**src/rtl/seg7_scan.sv**
```systemverilog
// seg7_scan: time-multiplexed common-anode 7-segment scanner with hex decode, LZB, guard and PWM
module seg7_scan #(
  parameter int DIGITS   = 4,
  parameter int DIV      = 12500,
  parameter int BLANK    = 64,
  parameter int BRIGHT_W = 4
) (
  input  logic                  clk,
  input  logic                  reset,
  input  logic [4*DIGITS-1:0]   iDIG,
  input  logic [DIGITS-1:0]     iDP,
  input  logic                  iLZB,
  input  logic                  iEN,
  input  logic [BRIGHT_W-1:0]   iBRIGHT,
  output logic [6:0]            oSEG,
  output logic                  oDP,
  output logic [DIGITS-1:0]     oAN,
  output logic                  oFRAME
);
  localparam int CW = $clog2(DIV);
  localparam int DW = DIGITS > 1 ? $clog2(DIGITS) : 1;
  localparam logic [6:0] GLYPH [16] = '{
    7'h40, 7'h79, 7'h24, 7'h30, 7'h19, 7'h12, 7'h02, 7'h78,
    7'h00, 7'h18, 7'h08, 7'h03, 7'h46, 7'h21, 7'h06, 7'h0E
  };
  logic [CW-1:0]         cnt_q, cnt_d;
  logic [DW-1:0]         dig_q, dig_d;
  logic [4*DIGITS-1:0]   sdig_q, sdig_d;
  logic [DIGITS-1:0]     sdp_q, sdp_d;
  logic                  slzb_q, slzb_d;
  logic [6:0]            seg_q, seg_d;
  logic                  dp_q, dp_d;
  logic [DIGITS-1:0]     an_q, an_d;
  logic                  frame_q, frame_d;
  logic                  snap, wrap, on, blank;
  logic [3:0]            nib;
  // Next-state: counters, snapshot bypass (digit 0 shows the fresh capture) and registered outputs
  always_comb begin
    snap    = cnt_q == '0 && dig_q == '0;
    wrap    = cnt_q == CW'(DIV - 1);
    cnt_d   = wrap ? '0 : cnt_q + 1'b1;
    dig_d   = !wrap ? dig_q : (dig_q == DW'(DIGITS - 1) ? '0 : dig_q + 1'b1);
    sdig_d  = snap ? iDIG : sdig_q;
    sdp_d   = snap ? iDP : sdp_q;
    slzb_d  = snap ? iLZB : slzb_q;
    nib     = sdig_d[{dig_q, 2'b00} +: 4];
    blank   = slzb_d && dig_q != '0 && (sdig_d >> {dig_q, 2'b00}) == '0;
    on      = iEN && cnt_q >= CW'(BLANK) && (&iBRIGHT || cnt_q[BRIGHT_W-1:0] < iBRIGHT);
    seg_d   = blank ? 7'h7F : GLYPH[nib];
    dp_d    = ~sdp_d[dig_q];
    an_d    = on ? ~(DIGITS'(1) << dig_q) : '1;
    frame_d = snap;
  end
  // State and output registers with synchronous reset
  always_ff @(posedge clk) begin
    if (reset) begin
      cnt_q   <= '0;
      dig_q   <= '0;
      sdig_q  <= '0;
      sdp_q   <= '0;
      slzb_q  <= 1'b0;
      seg_q   <= 7'h7F;
      dp_q    <= 1'b1;
      an_q    <= '1;
      frame_q <= 1'b0;
    end else begin
      cnt_q   <= cnt_d;
      dig_q   <= dig_d;
      sdig_q  <= sdig_d;
      sdp_q   <= sdp_d;
      slzb_q  <= slzb_d;
      seg_q   <= seg_d;
      dp_q    <= dp_d;
      an_q    <= an_d;
      frame_q <= frame_d;
    end
  end
  assign oSEG   = seg_q;
  assign oDP    = dp_q;
  assign oAN    = an_q;
  assign oFRAME = frame_q;
endmodule

```
**config.mk**
```make
export PLATFORM = sky130hd
export DESIGN_NAME = seg7_scan
export DESIGN_NICKNAME = d
export VERILOG_FILES = /design/src/rtl/seg7_scan.sv
export SDC_FILE = /design/constraint.sdc
export NUM_CORES = 1
export LEC_CHECK = 0
export ABC_CLOCK_PERIOD_IN_PS = 3700
export BUFFER_PORTS_ARGS = -buffer_cell sky130_fd_sc_hd__buf_2
export CELL_PAD_IN_SITES_DETAIL_PLACEMENT = 1
export CELL_PAD_IN_SITES_GLOBAL_PLACEMENT = 2
export CORE_ASPECT_RATIO = 1.75
export CORE_MARGIN = 4
export CORE_UTILIZATION = 34
export DETAILED_ROUTE_END_ITERATION = 7
export HOLD_SLACK_MARGIN = 0.1
export MAX_ROUTING_LAYER = met4
export PLACE_DENSITY_LB_ADDON = 0.1
export SETUP_SLACK_MARGIN = 0.1
export SLEW_MARGIN = 15
export SYNTH_ARGS = -nofsm -noshare
export SYNTH_HDL_FRONTEND = slang
export SYNTH_SLANG_ARGS = --single-unit
```
**constraint.sdc**
```tcl
create_clock -name clk -period 3.7 [get_ports clk]
set_input_delay 0.74 -clock clk [delete_from_list [all_inputs] [get_ports clk]]
set_output_delay 0.74 -clock clk [all_outputs]
set_load 0.05 [all_outputs]
```
After elaboration in Yosys (flattened, before gate mapping) --
Memory sizes are Yosys's and may differ from the RTL's. A register that Yosys moved wholly into a read port is not among the register bits. Index checks and enable logic that the tools add are counted.
Storage, ports and cells: latch bits 0, memory bits (writable) 0, bits of input ports 28, memories 1, flip-flop bits (word level) 43, ROM bits 112, output and inout port bits 13, word-level logic and storage cells 43
Cells by class: magnitude comparators 3, reduce and logical (&&, ||, !) cells 14, mux-type cells 6, div/mod/pow operators 0, $add $sub $neg 2, shift operators 3, bitwise operators 4, $mul 0, equality and inequality tests 2
Memories:
- (name not given) | depth 16, bits a word 7, read ports 1, clocked after Yosys merged registers in 1, write ports 0, RTL line 49 | seg_d = blank ? 7'h7F : GLYPH[nib];
Operator list (number):
- 16-bit logical NOT | 1
- 16-bit 2-to-1 mux | 1
- 16-bit by 5-bit variable part select with 4-bit output | 1
- 16-bit by 4-bit >> shifter with 16-bit output | 1
- 14-bit by 1-bit adder with 14-bit output (second input constant) | 1
- 14-bit == test (second input constant) | 1
- 14-bit by 7-bit greater-or-equal comparator with 1-bit output (second input constant) | 1
- 14-bit logical NOT | 1
- 2-bit OR reduction | 3
- 1-bit logical AND | 5
- 4-bit NOT with 5-bit output | 1
- 4-bit less-than comparator | 1
- 4-bit 2-to-1 mux | 1
- 4-bit NOT | 1
- 4-bit AND reduction | 1
- 1-bit by 2-bit left shift with 4-bit output (first input constant) | 1
- 2-bit by 3-bit less-than comparator with 1-bit output (second input constant) | 1
- 2-bit by 1-bit adder with 2-bit output (second input constant) | 1
- 1-bit binary-select mux with 2-bit select | 1
- 2-bit == test (second input constant) | 1
- 2-bit logical NOT | 1
- 1-bit 2-to-1 mux | 2
- 2-bit 2-to-1 mux | 1
- 1-bit NOT | 2
- other kinds (2) | 2

Depth between registers and ports, before layout --
depth after elaboration 7, mapped depth 14, gate-level depth less buffers 12

Least setup slack after synthesis --
No wires, ideal clock.
path type reg2reg, from register dig_q[0], to register seg_q[3], in the netlist oSEG[3], setup slack 523 ps, cell stages (with the launch flop) 15, arrival time 3040 ps, period minus slack after synthesis 3177 ps, library setup time 137 ps, required time 3563 ps, buffers on the path 2, cell sequence dfxtp_1 -> clkbuf_1 -> clkinv_1 -> ha_1 -> nand3b_1 -> nor4_2 -> buf_4 -> a211oi_1 -> a21oi_1 -> o21ai_0 -> inv_1 -> ha_1 -> or3_1 -> o31ai_1 -> o21ai_1
On the way: longest elaborated chain between the ends 7, elaborated cells between the ends (all ways) 12, classes of those cells 2 x shift; 2 x mux; 1 x bitwise; 7 x reduce/logical
Ends and longest elaborated chain:
- start: declaration | RTL line 27 | logic [DW-1:0] dig_q, dig_d;
- start signal: assignment | RTL line 68 | dig_q <= dig_d;
- 2-bit logical NOT | RTL line 39 | snap = cnt_q == '0 && dig_q == '0;
- 1-bit logical AND | RTL line 39
- 16-bit 2-to-1 mux | RTL line 43 | sdig_d = snap ? iDIG : sdig_q;
- 16-bit by 4-bit >> shifter with 16-bit output | RTL line 47 | blank = slzb_d && dig_q != '0 && (sdig_d >> {dig_q, 2'b00}) == '0;
- 16-bit logical NOT | RTL line 47
- 1-bit logical AND | RTL line 47
- 2-bit OR reduction (no line)
- end: declaration | RTL line 31 | logic [6:0] seg_q, seg_d;
Several ways; a longest one is shown, not always the timed one. A chain may end at the register's enable or synchronous reset.

Final worst setup path --
from register cnt_q[11], to register seg_q[3], in the netlist oSEG[3]
On the way: longest elaborated chain between the ends 7, elaborated cells between the ends (all ways) 11, classes of those cells 2 x shift; 2 x mux; 1 x bitwise; 6 x reduce/logical
Ends and longest elaborated chain:
- start: declaration | RTL line 26 | logic [CW-1:0] cnt_q, cnt_d;
- start signal: assignment | RTL line 67 | cnt_q <= cnt_d;
- 14-bit logical NOT (*) | RTL line 39
- 1-bit logical AND (*) | RTL line 39
- 16-bit 2-to-1 mux | RTL line 43
- 16-bit by 4-bit >> shifter with 16-bit output | RTL line 47
- 16-bit logical NOT | RTL line 47
- 1-bit logical AND | RTL line 47
- 2-bit OR reduction (no line)
Mark *: on every way between the ends. The rest lies on a longest branch, timed or not.

==> results.txt <==
Max FO, Critical Path - 12
Post-CTS setup repair buffer count - 0
Final setup vio count - 0
Top cell family by delay on the critical path - simple AND/OR/NAND/NOR gates
Slowest Stage Delay on Critical Path - 0.64 ns
First-pass GRT wire length - 11500 um
Via count - 2226
Inserted Diodes - 0
Cts-stage hold buffer count - 0
# rows - 41
I/O pin cnt - 41
TritonCTS sink count - 50
TritonCTS clock tree - done
Leakage - 0.00126 uW
Slew @ Worst Pin - 0.714 ns
Core Area - 7230 um^2
Power density cells - 470 nW/um^2
Achievable Freq - 0.331 GHz
Share of cells above drive strength 1 - 22.4%
RD Place Congestion - 0.772
Rel. slew slack - 52.0%
Critical Path RT - 3.89 ns
Global route total overflow - 0
Hold Startpoint - sdig_q[1]
Total global-route track usage - 17.5%
Worst path cell trace - or4_4, nor4_4, buf_4, o211ai_1, o211ai_1, o21ai_0, buf_4, ha_1, or3_1, o31ai_1, o21ai_1
Multi-input combinational cell area - 1390 um^2
Arrival time worst endpoint - 3.21 ns
Mapped Area - 2540 um^2
TritonRoute pass-1 iters - 4
Number of synthesized register bits - 50
Final wirelength - 6960 um
Status - complete, no violations
Non-Filler Instances - 416
Max Root-Sink Buffers - 2
Setup_tns - 0 ns
Yosys top cell area share - 39.3%
Starting density of the core - 35.2%
Cell taking the most area after synthesis - dfxtp_1
Post-layout nets - 370
Post-synth EDFFs - 0
Die height - 122 um
Sequential area share after synthesis - 39.3%
Min cycle time layout - 3.02 ns
Drc violations - 0
Syn avg cell area - 8.84 um^2
Routed Antenna Nets - 0
Kind of critical path - flop to flop
Skew-Pair Late Insertion Delay - 0.30 ns
Total CTS buffers - 5
Worst Setup SP - cnt_q[11]
Placed Cells incl. Taps - 408
Async set-or-reset flop fraction in the synthesized netlist - 0%
I/O Buffers - 40
Fill cells - 876
Wirelength per Cell - 16.7 um
Distinct cells, synth - 50
Slowest CP cell - or4_4
WP buf/inv - 2
Reg-to-reg startpoint - cnt_q[11]
Via count of the first global-routing pass - 2330
VDD IR max - 0.215 mV
Clk_skew - 0.00436 ns
Post-detail-place hpwl - 5340 um
Area contributors post-synth - dfxtp_1 39%, ha_1 6.4%, nand2_1 5.6%
Worst-path clk slew - 0.07 ns
Largest net degree at the start of global routing - 29
Clock root cell - clkbuf_16
Synth Warn # - 0
Final Slew Violations - 0
Final hold viol count - 0
Maxcap violations - 0
Die X - 73.4 um
Cts repair resizes - 0
Endpoint class of the critical path - flop
Initial antenna violation count - 0
Top FF cell, synth - dfxtp_1
Type of origin of the critical path - flop
Area grow syn2layout - 17.8%
Sequential cell area - 1000 um^2
Syn nets - 329
H-tree depth - 2
Die area - 8990 um^2
RSZ-0062 raised after global routing - false
Hold crit path type - flop to flop
Post-Syn Instances - 288
1st-iter DRT viols - 58
Vias per std cell - 5.35
Tcrit/Tclk final - 81.7%
==> flip-flops by register name, indices dropped and copies added, names as in the netlist <==
register and flops:
cnt_q 14, dig_q 2, oSEG 7, oFRAME 1
sdp_q 4, sdig_q 16, slzb_q 1, oAN 4
oDP 1
==> stage by stage <==
stage	cell area (um^2)	hold slack [ns]	power [uW]	utilization [%]	setup WS, ns
after floorplan	2540	0.432	856	-	0.523
after global placement	2850	0.449	947	39.4	0.727
after detailed placement	2850	0.460	950	39.4	0.663
after CTS	3000	0.470	1440	41.4	0.648
after global routing	3000	0.497	1490	41.4	0.413
final	3000	0.466	1410	41.4	0.678
==> placed cells by master (no fill, tap or decap), types with 2 or more instances in the layout <==
cell type  instances
buf_4             12
o21ai_1            2
nand2_1           38
and3_1             6
o41a_1             4
dfxtp_1           50
mux2_2             4
o221ai_1           3
nand3_1            7
nor4b_1            2
nand2b_1           2
or2_2              2
a2111oi_0          3
ha_1              13
o41ai_1            4
xnor2_1            4
o2111ai_1          4
or4_4              4
or3_1              2
o211ai_1           4
a21oi_1           25
xor2_1             8
o21ai_0            4
a21o_1             2
buf_2             40
and2_1             2
nand4_1            2
mux2i_1           10
clkbuf_16          5
nor2_1            26
inv_1             13
nor4_1             4
==> kinds of logic after synthesis <==
logic type	Yosys count	synth area share, %
DFF	50	39.3
muxes	17	7.62
and+or+nand+nor	102	19.8
buffers and inverters	33	6.34
AOI/OAI and AO/OA	61	16.4
adders and majority gates	13	6.39
xor gates and xnor gates	12	4.13
==> synthesized netlist by cell type, types with 2 or more instances <==
master and n:
xor2_1 8, clkbuf_1 9, and3_1 6, o21ai_0 4, a21oi_1 25, o2111ai_1 4
inv_1 13, or4_4 4, or2_2 2, xnor2_1 4, o41ai_1 4, or3_1 2
nor2_1 26, and2_1 2, buf_6 4, o41a_1 4, a21o_1 2, o211ai_1 4
nor4b_1 2, o21ai_1 2, o221ai_1 3, buf_2 3, a2111oi_0 3, dfxtp_1 50
mux2_2 4, nand4_1 2, nand2b_1 2, nand3_1 7, nor4_1 4, ha_1 13
nand2_1 38, mux2i_1 10
==> layout make-up <==
type / instances / area share [%]
flip-flops and latches: 50 / 33.4
clock inverters: 2 / 0.417
multi-input cells: 205 / 46.4
well taps: 86 / 3.59
clock buffers: 6 / 4.63
repair buffers: 52 / 9.68
inverters: 15 / 1.88
==> power by group <==
part / total, uW / internal [uW] / switching [uW]
Sequential: 602 / 580 / 21.7
Combinational: 331 / 123 / 207
Clock: 477 / 268 / 209
Total: 1410 / 971 / 438
==> worst register-to-register path, cell delays in order (launching register included) <==
cell and delay (ns):
dfxtp_1 0.34, or4_4 0.64, nor4_4 0.38, buf_4 0.25
o211ai_1 0.11, o211ai_1 0.09, o21ai_0 0.10, buf_4 0.15
ha_1 0.31, or3_1 0.37, o31ai_1 0.07, o21ai_1 0.09
==> layer usage <==
layer,vias up,track usage (%),wire [um]
li1,1095,-,-
met1,1093,17.0,2600
met2,27,33.1,4040
met3,11,2.95,177
met4,0,6.92,143
met5,-,-,0
==> path summary, 6_finish.rpt <==
kind | end | slack (ns) | cells after the start
max | oSEG[3] | 0.68 | 11
min | sdig_q[1] | 0.47 | 2
max reg2reg | oSEG[3] | 0.68 | 11
min reg2reg | sdig_q[1] | 0.47 | 2
(Power assumes the default switching activity.)
